--- config.mk ---
export PLATFORM = sky130hd
export DESIGN_NAME = rggen_apb_csr_bank
export DESIGN_NICKNAME = d
export VERILOG_FILES = /design/src/rtl/rggen_apb_csr_pkg.sv /design/src/rtl/rggen_apb_csr_reg.sv /design/src/rtl/rggen_apb_csr_bank.sv
export SDC_FILE = /design/constraint.sdc
export NUM_CORES = 1
export LEC_CHECK = 0
export BUFFER_PORTS_ARGS = -buffer_cell sky130_fd_sc_hd__buf_2
export CORE_MARGIN = 1.5
export CORE_UTILIZATION = 25
export CTS_CLUSTER_SIZE = 12
export DETAILED_ROUTE_END_ITERATION = 10
export GPL_ROUTABILITY_DRIVEN = 0
export SYNTH_ARGS = -nofsm -noshare
export SYNTH_HDL_FRONTEND = slang
export SYNTH_HIERARCHICAL = 1
export SYNTH_SLANG_ARGS = --single-unit
export TNS_END_PERCENT = 20
--- constraint.sdc ---
create_clock -name clk -period 5.9 [get_ports clk]
set_input_delay 0.295 -clock clk [delete_from_list [all_inputs] [get_ports clk]]
set_output_delay 0.295 -clock clk [all_outputs]
set_load 0.005 [all_outputs]
--- src/rtl/rggen_apb_csr_pkg.sv ---
`default_nettype none
// ============================================================================
// Module      : rggen_apb_csr_pkg
// Description : Shared types, constants and helpers for the APB CSR bank.
// Revision    : 1.0 - initial release
// ============================================================================
package rggen_apb_csr_pkg;

    // Bus-side transfer state; explicit one-bit encoding.
    typedef enum logic [0:0] {
        IDLE   = 1'b0,
        ACCESS = 1'b1
    } state_e;

    // Width of the wait-state down-counter (supports 0..15 extra cycles).
    localparam int WAIT_COUNT_WIDTH = 4;

    // Widest bus the byte-mask helper supports; callers truncate the result.
    localparam int c_max_data_width = 1024;
    localparam int c_max_strb_width = c_max_data_width / 8;

    // Expand one strobe bit per byte into a per-bit write mask.
    function automatic logic [c_max_data_width-1:0] byte_mask_expand(
        input logic [c_max_strb_width-1:0] strb
    );
        logic [c_max_data_width-1:0] mask;
        mask = '0;
        for (int b = 0; b < c_max_strb_width; b++) begin
            mask[b*8 +: 8] = {8{strb[b]}};
        end
        return mask;
    endfunction

endpackage
`default_nettype wire

--- src/rtl/rggen_apb_csr_reg.sv ---
`default_nettype none
// ============================================================================
// Module      : rggen_apb_csr_reg
// Description : One CSR word with per-bit RW / W1C / RO behaviour and the
//               read-value merge of stored bits with live RO inputs.
// Revision    : 1.0 - initial release
// ============================================================================
module rggen_apb_csr_reg #(
    parameter int                    DATA_WIDTH    = 32,
    parameter logic [DATA_WIDTH-1:0] RW_MASK       = '1,
    parameter logic [DATA_WIDTH-1:0] W1C_MASK      = '0,
    parameter logic [DATA_WIDTH-1:0] INITIAL_VALUE = '0
) (
    input  logic                  clk,
    input  logic                  rst,
    input  logic                  i_write,
    input  logic [DATA_WIDTH-1:0] i_wdata,
    input  logic [DATA_WIDTH-1:0] i_bit_mask,
    input  logic [DATA_WIDTH-1:0] i_value,
    input  logic [DATA_WIDTH-1:0] i_set,
    output logic [DATA_WIDTH-1:0] o_value,
    output logic [DATA_WIDTH-1:0] o_rdata
);

    // Only RW and W1C positions hold state; RO positions stay 0 in storage.
    localparam logic [DATA_WIDTH-1:0] c_store_mask  = RW_MASK | W1C_MASK;
    localparam logic [DATA_WIDTH-1:0] c_reset_value = INITIAL_VALUE & c_store_mask;

    logic [DATA_WIDTH-1:0] r_value;
    logic [DATA_WIDTH-1:0] w_write_bits;
    logic [DATA_WIDTH-1:0] w_rw_update;
    logic [DATA_WIDTH-1:0] w_w1c_clear;
    logic [DATA_WIDTH-1:0] w_w1c_set;
    logic [DATA_WIDTH-1:0] w_next;

    assign w_write_bits = {DATA_WIDTH{i_write}} & i_bit_mask;
    assign w_rw_update  = w_write_bits & RW_MASK;
    assign w_w1c_clear  = w_write_bits & W1C_MASK & i_wdata;
    assign w_w1c_set    = i_set & W1C_MASK;

    // Hardware set is ORed in last so it wins over a same-edge write-1 clear.
    assign w_next = ((r_value & ~w_rw_update & ~w_w1c_clear)
                   | (i_wdata & w_rw_update)
                   | w_w1c_set) & c_store_mask;

    // Storage update: reset to the initial value, else apply writes and sets.
    always_ff @(posedge clk) begin
        if (rst) begin
            r_value <= c_reset_value;
        end else begin
            r_value <= w_next;
        end
    end

    assign o_value = r_value;
    assign o_rdata = (r_value & c_store_mask) | (i_value & ~c_store_mask);

endmodule
`default_nettype wire

--- src/rtl/rggen_apb_csr_bank.sv ---
`default_nettype none
// ============================================================================
// Module      : rggen_apb_csr_bank
// Description : APB slave register bank: transfer FSM with programmable wait
//               states, word decode, byte strobes, error on unmapped
//               addresses and a registered interrupt from W1C status bits.
// Revision    : 1.0 - initial release
// ============================================================================
module rggen_apb_csr_bank
    import rggen_apb_csr_pkg::*;
#(
    parameter int ADDRESS_WIDTH   = 7,
    parameter int DATA_WIDTH      = 32,
    parameter int TOTAL_REGISTERS = 4,
    parameter int WAIT_CYCLES     = 0,
    parameter logic [TOTAL_REGISTERS-1:0][DATA_WIDTH-1:0] RW_MASK       = '1,
    parameter logic [TOTAL_REGISTERS-1:0][DATA_WIDTH-1:0] W1C_MASK      = '0,
    parameter logic [TOTAL_REGISTERS-1:0][DATA_WIDTH-1:0] INITIAL_VALUE = '0,
    parameter logic [TOTAL_REGISTERS-1:0][DATA_WIDTH-1:0] IRQ_MASK      = '0
) (
    input  logic                                  clk,
    input  logic                                  rst,
    input  logic                                  psel,
    input  logic                                  penable,
    input  logic                                  pwrite,
    input  logic [ADDRESS_WIDTH-1:0]              paddr,
    input  logic [DATA_WIDTH-1:0]                 pwdata,
    input  logic [DATA_WIDTH/8-1:0]               pstrb,
    output logic                                  pready,
    output logic [DATA_WIDTH-1:0]                 prdata,
    output logic                                  pslverr,
    output logic [TOTAL_REGISTERS*DATA_WIDTH-1:0] o_value,
    input  logic [TOTAL_REGISTERS*DATA_WIDTH-1:0] i_value,
    input  logic [TOTAL_REGISTERS*DATA_WIDTH-1:0] i_set,
    output logic                                  o_irq
);

    localparam int c_strb_width  = DATA_WIDTH / 8;
    localparam int c_index_width = ADDRESS_WIDTH - 2;
    localparam logic [WAIT_COUNT_WIDTH-1:0] c_wait_load = WAIT_COUNT_WIDTH'(WAIT_CYCLES);
    localparam logic [TOTAL_REGISTERS*DATA_WIDTH-1:0] c_irq_bits = IRQ_MASK & W1C_MASK;

    // Reject illegal configurations at elaboration time.
    if ((DATA_WIDTH % 8) != 0 || DATA_WIDTH > c_max_data_width) begin : g_check_data_width
        $error("rggen_apb_csr_bank: DATA_WIDTH must be a multiple of 8 and <= %0d", c_max_data_width);
    end
    if (ADDRESS_WIDTH < $clog2(TOTAL_REGISTERS) + 2) begin : g_check_addr_width
        $error("rggen_apb_csr_bank: ADDRESS_WIDTH too small for TOTAL_REGISTERS");
    end
    if (WAIT_CYCLES < 0 || WAIT_CYCLES > 15) begin : g_check_wait
        $error("rggen_apb_csr_bank: WAIT_CYCLES must be 0..15");
    end
    if ((RW_MASK & W1C_MASK) != '0) begin : g_check_mask_overlap
        $error("rggen_apb_csr_bank: RW_MASK and W1C_MASK overlap");
    end

    state_e                           r_state;
    state_e                           w_state_next;
    logic [WAIT_COUNT_WIDTH-1:0]      r_cnt;
    logic [WAIT_COUNT_WIDTH-1:0]      w_cnt_next;
    logic                             r_irq;

    logic                             w_setup;
    logic                             w_access;
    logic                             w_pready;
    logic [c_index_width-1:0]         w_index;
    logic                             w_mapped;
    logic                             w_write_commit;
    logic [TOTAL_REGISTERS-1:0]       w_reg_write;
    logic [c_max_strb_width-1:0]      w_strb_ext;
    logic [DATA_WIDTH-1:0]            w_byte_mask;
    logic [DATA_WIDTH-1:0]            w_reg_rdata [TOTAL_REGISTERS];
    logic [DATA_WIDTH-1:0]            w_read_sel;
    logic [TOTAL_REGISTERS*DATA_WIDTH-1:0] w_value;
    logic                             w_addr_lsb_unused;

    assign w_setup  = psel & ~penable;
    assign w_access = psel & penable;

    // Byte offset bits inside a word carry no meaning for this bank.
    assign w_addr_lsb_unused = ^paddr[1:0];
    assign w_index           = paddr[ADDRESS_WIDTH-1:2];
    assign w_mapped          = int'(w_index) < TOTAL_REGISTERS;

    // State and wait counter register.
    always_ff @(posedge clk) begin
        if (rst) begin
            r_state <= IDLE;
            r_cnt   <= '0;
        end else begin
            r_state <= w_state_next;
            r_cnt   <= w_cnt_next;
        end
    end

    // Next-state logic: setup loads the wait count, access counts it down.
    always_comb begin
        w_state_next = r_state;
        w_cnt_next   = r_cnt;
        case (r_state)
            IDLE: begin
                if (w_setup) begin
                    w_state_next = ACCESS;
                    w_cnt_next   = c_wait_load;
                end
            end
            ACCESS: begin
                if (!psel) begin
                    w_state_next = IDLE;
                end else if (penable) begin
                    if (r_cnt != '0) begin
                        w_cnt_next = r_cnt - 1'b1;
                    end else begin
                        w_state_next = IDLE;
                    end
                end
            end
            default: begin
                w_state_next = IDLE;
            end
        endcase
    end

    // Held low during reset so a completion can never coincide with reset.
    assign w_pready       = ~rst & (r_state == ACCESS) & w_access & (r_cnt == '0);
    assign w_write_commit = w_pready & pwrite & w_mapped;

    // Zero-extend the strobes into the helper's fixed-width input.
    always_comb begin
        w_strb_ext                   = '0;
        w_strb_ext[c_strb_width-1:0] = pstrb;
    end
    assign w_byte_mask = DATA_WIDTH'(byte_mask_expand(w_strb_ext));

    for (genvar k = 0; k < TOTAL_REGISTERS; k++) begin : g_reg
        assign w_reg_write[k] = w_write_commit & (w_index == c_index_width'(k));

        rggen_apb_csr_reg #(
            .DATA_WIDTH    (DATA_WIDTH),
            .RW_MASK       (RW_MASK[k]),
            .W1C_MASK      (W1C_MASK[k]),
            .INITIAL_VALUE (INITIAL_VALUE[k])
        ) u_reg (
            .clk        (clk),
            .rst        (rst),
            .i_write    (w_reg_write[k]),
            .i_wdata    (pwdata),
            .i_bit_mask (w_byte_mask),
            .i_value    (i_value[k*DATA_WIDTH +: DATA_WIDTH]),
            .i_set      (i_set[k*DATA_WIDTH +: DATA_WIDTH]),
            .o_value    (w_value[k*DATA_WIDTH +: DATA_WIDTH]),
            .o_rdata    (w_reg_rdata[k])
        );
    end

    // Read mux over mapped registers.
    always_comb begin
        w_read_sel = '0;
        for (int k = 0; k < TOTAL_REGISTERS; k++) begin
            if (int'(w_index) == k) begin
                w_read_sel = w_reg_rdata[k];
            end
        end
    end

    // Interrupt is a registered OR of enabled W1C status bits.
    always_ff @(posedge clk) begin
        if (rst) begin
            r_irq <= 1'b0;
        end else begin
            r_irq <= |(w_value & c_irq_bits);
        end
    end

    assign pready  = w_pready;
    assign pslverr = w_pready & ~w_mapped;
    assign prdata  = (w_pready & ~pwrite & w_mapped) ? w_read_sel : '0;
    assign o_value = w_value;
    assign o_irq   = r_irq;

endmodule
`default_nettype wire

==> impl_metrics.ini <==
[hold_path]
hp-class = input port to flip-flop

[timing]
worstMarginPinSlew_ps = 1100
whs_ps = 151
setup_tns_ps = 0
fin_crit_sh_pct = 55.8
layout_min_cycle_time_ps = 3290
relSlewSlack_pct = 26.4
fmax_mhz = 304
slew_viol_final = 0
rsz0062_at_grt = no
fin_skew_ps = 8.18
finalSetupViolations = 0
finalHoldViolations = 0

[job]
maxCapViolCount = 0

[routing]
first_iter_violations = 310
detail-route-antenna-nets = 0
wl_per_cell_um = 17.0
wl_met2_um = 10000
first_pass_iters = 5
wl_um = 23400
viasPerCell = 4.76
wl_met3_um = 1720
highest_layer = met4
drc = 0
num_vias = 6537
wl_met1_um = 11400

[yosys]
synth_common_cells = buf_4, dfxtp_1, nand3_1
synth_top_area_cell = dfxtp_1
ys_async_sr_fraction_pct = 0
synth_top_area_share_pct = 31.9
postSynthAreaPerCell_um2 = 9.55
synth_cells = 874
syn_area_um2 = 8340
yosysMostFrequentCell = buf_4
synth_fp_nets = 1179
ys_seq_area_share_pct = 31.9
ys_seq_elements = 133
ys.flop_type = dfxtp_1
ys_top_cells_by_area = dfxtp_1, a21bo_1, buf_4
ys_warn_count = 6
post_synth_num_cell_types = 40
synth-edff-count = 0

[die]
start_util_pct = 25.5
die_w_um = 186
rows = 66
design.die.area_um2 = 34500
core_um2 = 32700
io_pins = 467
die_h_um = 186

[setup_path]
path_max_fanout = 54
endpoint_kind = flip-flop
arrival_ps = 3570
crit_path_start_kind = flip-flop
critical_path_class = flip-flop to flip-flop
required_ps = 6180

[clock_tree]
clk_latency_ps = 420
numCtsBuffers = 17
cts_root_buffer = clkbuf_16
h-tree-depth = 4
ctsLongestPathBuffers = 2
postCtsSetupBuffers = 0
cts_tree = yes
postCtsHoldBufs = 0
clk_pin_slew_worst_paths_ps = 60
cts_resized = 0
cts.sinks = 133

[grt]
grt_max_degree = 68
antenna_found_initial = 4
overflow = 0
grt.total_usage_pct = 13.5
grt_pass1_vias = 6066
grt_pass1_wl_um = 35600

[pwr]
internal_power_mw = 1.69
switching_power_mw = 0.541
pwr-share-comb_pct = 5.9
clkPwrFrac_pct = 53.7
p_leak_nw = 3.70
max-vdd-ir-drop_v = 0.000183
p_seq_share_pct = 40.4
cellPowerDensity_nw_per_um2 = 241
swShare_pct = 24.2
p_total_mw = 2.23

[placed_design]
portBuffers = 207
dp_hpwl_um = 15000
numPlacedInstances = 1342

[final_layout]
area_delta_synth_final_pct = 11.1
drive_gt1_share_pct = 47.4
final_nets = 1224
diodes = 0
stdcell_count = 1374

[run_status]
status = finished clean
[power by group through the flow]
stage	Sequential [mW]	Combinational, mW	Clock, mW
2_1_floorplan	0.921	0.0624	0
3_3_place_gp	0.922	0.128	0
3_5_place_dp	0.922	0.130	0
4_1_cts	0.902	0.130	1.23
5_1_grt	0.902	0.142	1.27
6_report	0.902	0.131	1.20
[metrics by stage]
step / setup slack (ps) / area [um2] / utilization, %
floorplan: 3720 / 8340 / -
global placement: 2710 / 8620 / 26.4
detailed placement: 2650 / 8620 / 26.4
CTS: 2590 / 9270 / 28.4
global route: 2310 / 9270 / 28.4
finish: 2610 / 9270 / 28.4
[kinds of logic (layout without fill, tap and decap cells)]
| group | count (synthesis) | after routing | share of synthesized area, % |
|---|---|---|---|
| AND/OR/NAND/NOR | 185 | 185 | 10.9 |
| adder cells (fa/ha/maj) | 1 | 1 | 0.150 |
| XOR/XNOR | 3 | 3 | 0.315 |
| buffers and inverters | 192 | 250 | 17.0 |
| flip-flops | 133 | 133 | 31.9 |
| multiplexers | 62 | 62 | 8.49 |
| AO/OA/AOI/OAI | 297 | 297 | 31.2 |
| other | 1 | 1 | 0.0449 |
[final cells by class]
| class | instances | area, um2 |
|---|---|---|
| Timing Repair Buffer | 215 | 1100 |
| Sequential cell | 133 | 2660 |
| Tap cell | 442 | 553 |
| Clock buffer | 18 | 429 |
| Multi-Input combinational cell | 549 | 4290 |
| Inverter | 3 | 11.3 |
| Clock inverter | 14 | 224 |
| Fill cell | 3513 | 23400 |
[path summary, 6_finish.rpt]
| path | from | endpoint | slack [ps] | depth (start not counted) |
|---|---|---|---|---|
| setup / recovery | r_cnt[0]$_SDFFE_PP0P_ | flip-flop | 2610 | 9 |
| hold reg to reg | r_cnt[3]$_SDFFE_PP0P_ | r_cnt[3]$_SDFFE_PP0P_ | 500 | 2 |
| hold / removal | pwdata[26] | flip-flop | 150 | 3 |
| setup reg to reg | r_cnt[0]$_SDFFE_PP0P_ | flip-flop | 2610 | 9 |
[worst max-delay path: stages, from the launching register on]
cell and delay (ps):
dfxtp_1 310, inv_1 90, ha_1 190, or3b_1 470, nor2_1 210, nand2_1 120
nor4_2 730, buf_4 690, a21bo_2 240, a21oi_1 60
[cell usage in the layout, fill, tap and decap left out, types with 2 or more instances in the layout]
| cell type | netlist | layout |
|---|---|---|
| buf_2 | 14 | 205 |
| dfxtp_1 | 133 | 133 |
| nand3_1 | 129 | 129 |
| a21bo_1 | 112 | 112 |
| a21oi_2 | 112 | 112 |
| mux2_2 | 60 | 60 |
| nor2_1 | 35 | 34 |
| o22ai_1 | 30 | 30 |
| a21oi_1 | 19 | 19 |
| clkbuf_16 | 0 | 17 |
| a21bo_2 | 16 | 16 |
| buf_4 | 141 | 9 |
| bufinv_16 | 0 | 5 |
| nand2_1 | 4 | 4 |
| clkinvlp_4 | 0 | 4 |
| inv_1 | 3 | 3 |
| or3_1 | 3 | 3 |
| inv_6 | 0 | 3 |
| nor2b_1 | 2 | 2 |
| nor3_1 | 4 | 2 |
| nor3_2 | 0 | 2 |
| xnor2_1 | 2 | 2 |
| o21ai_0 | 2 | 2 |
| clkinv_4 | 0 | 2 |
[routing by layer]
metal / vias up / track usage, %
met5: - / 0
met4: 0 / 3.39
met3: 20 / 4.40
met2: 225 / 20.1
met1: 3188 / 18.6
li1: 3104 / -
Note: power is estimated with default switching activity, not from simulation.
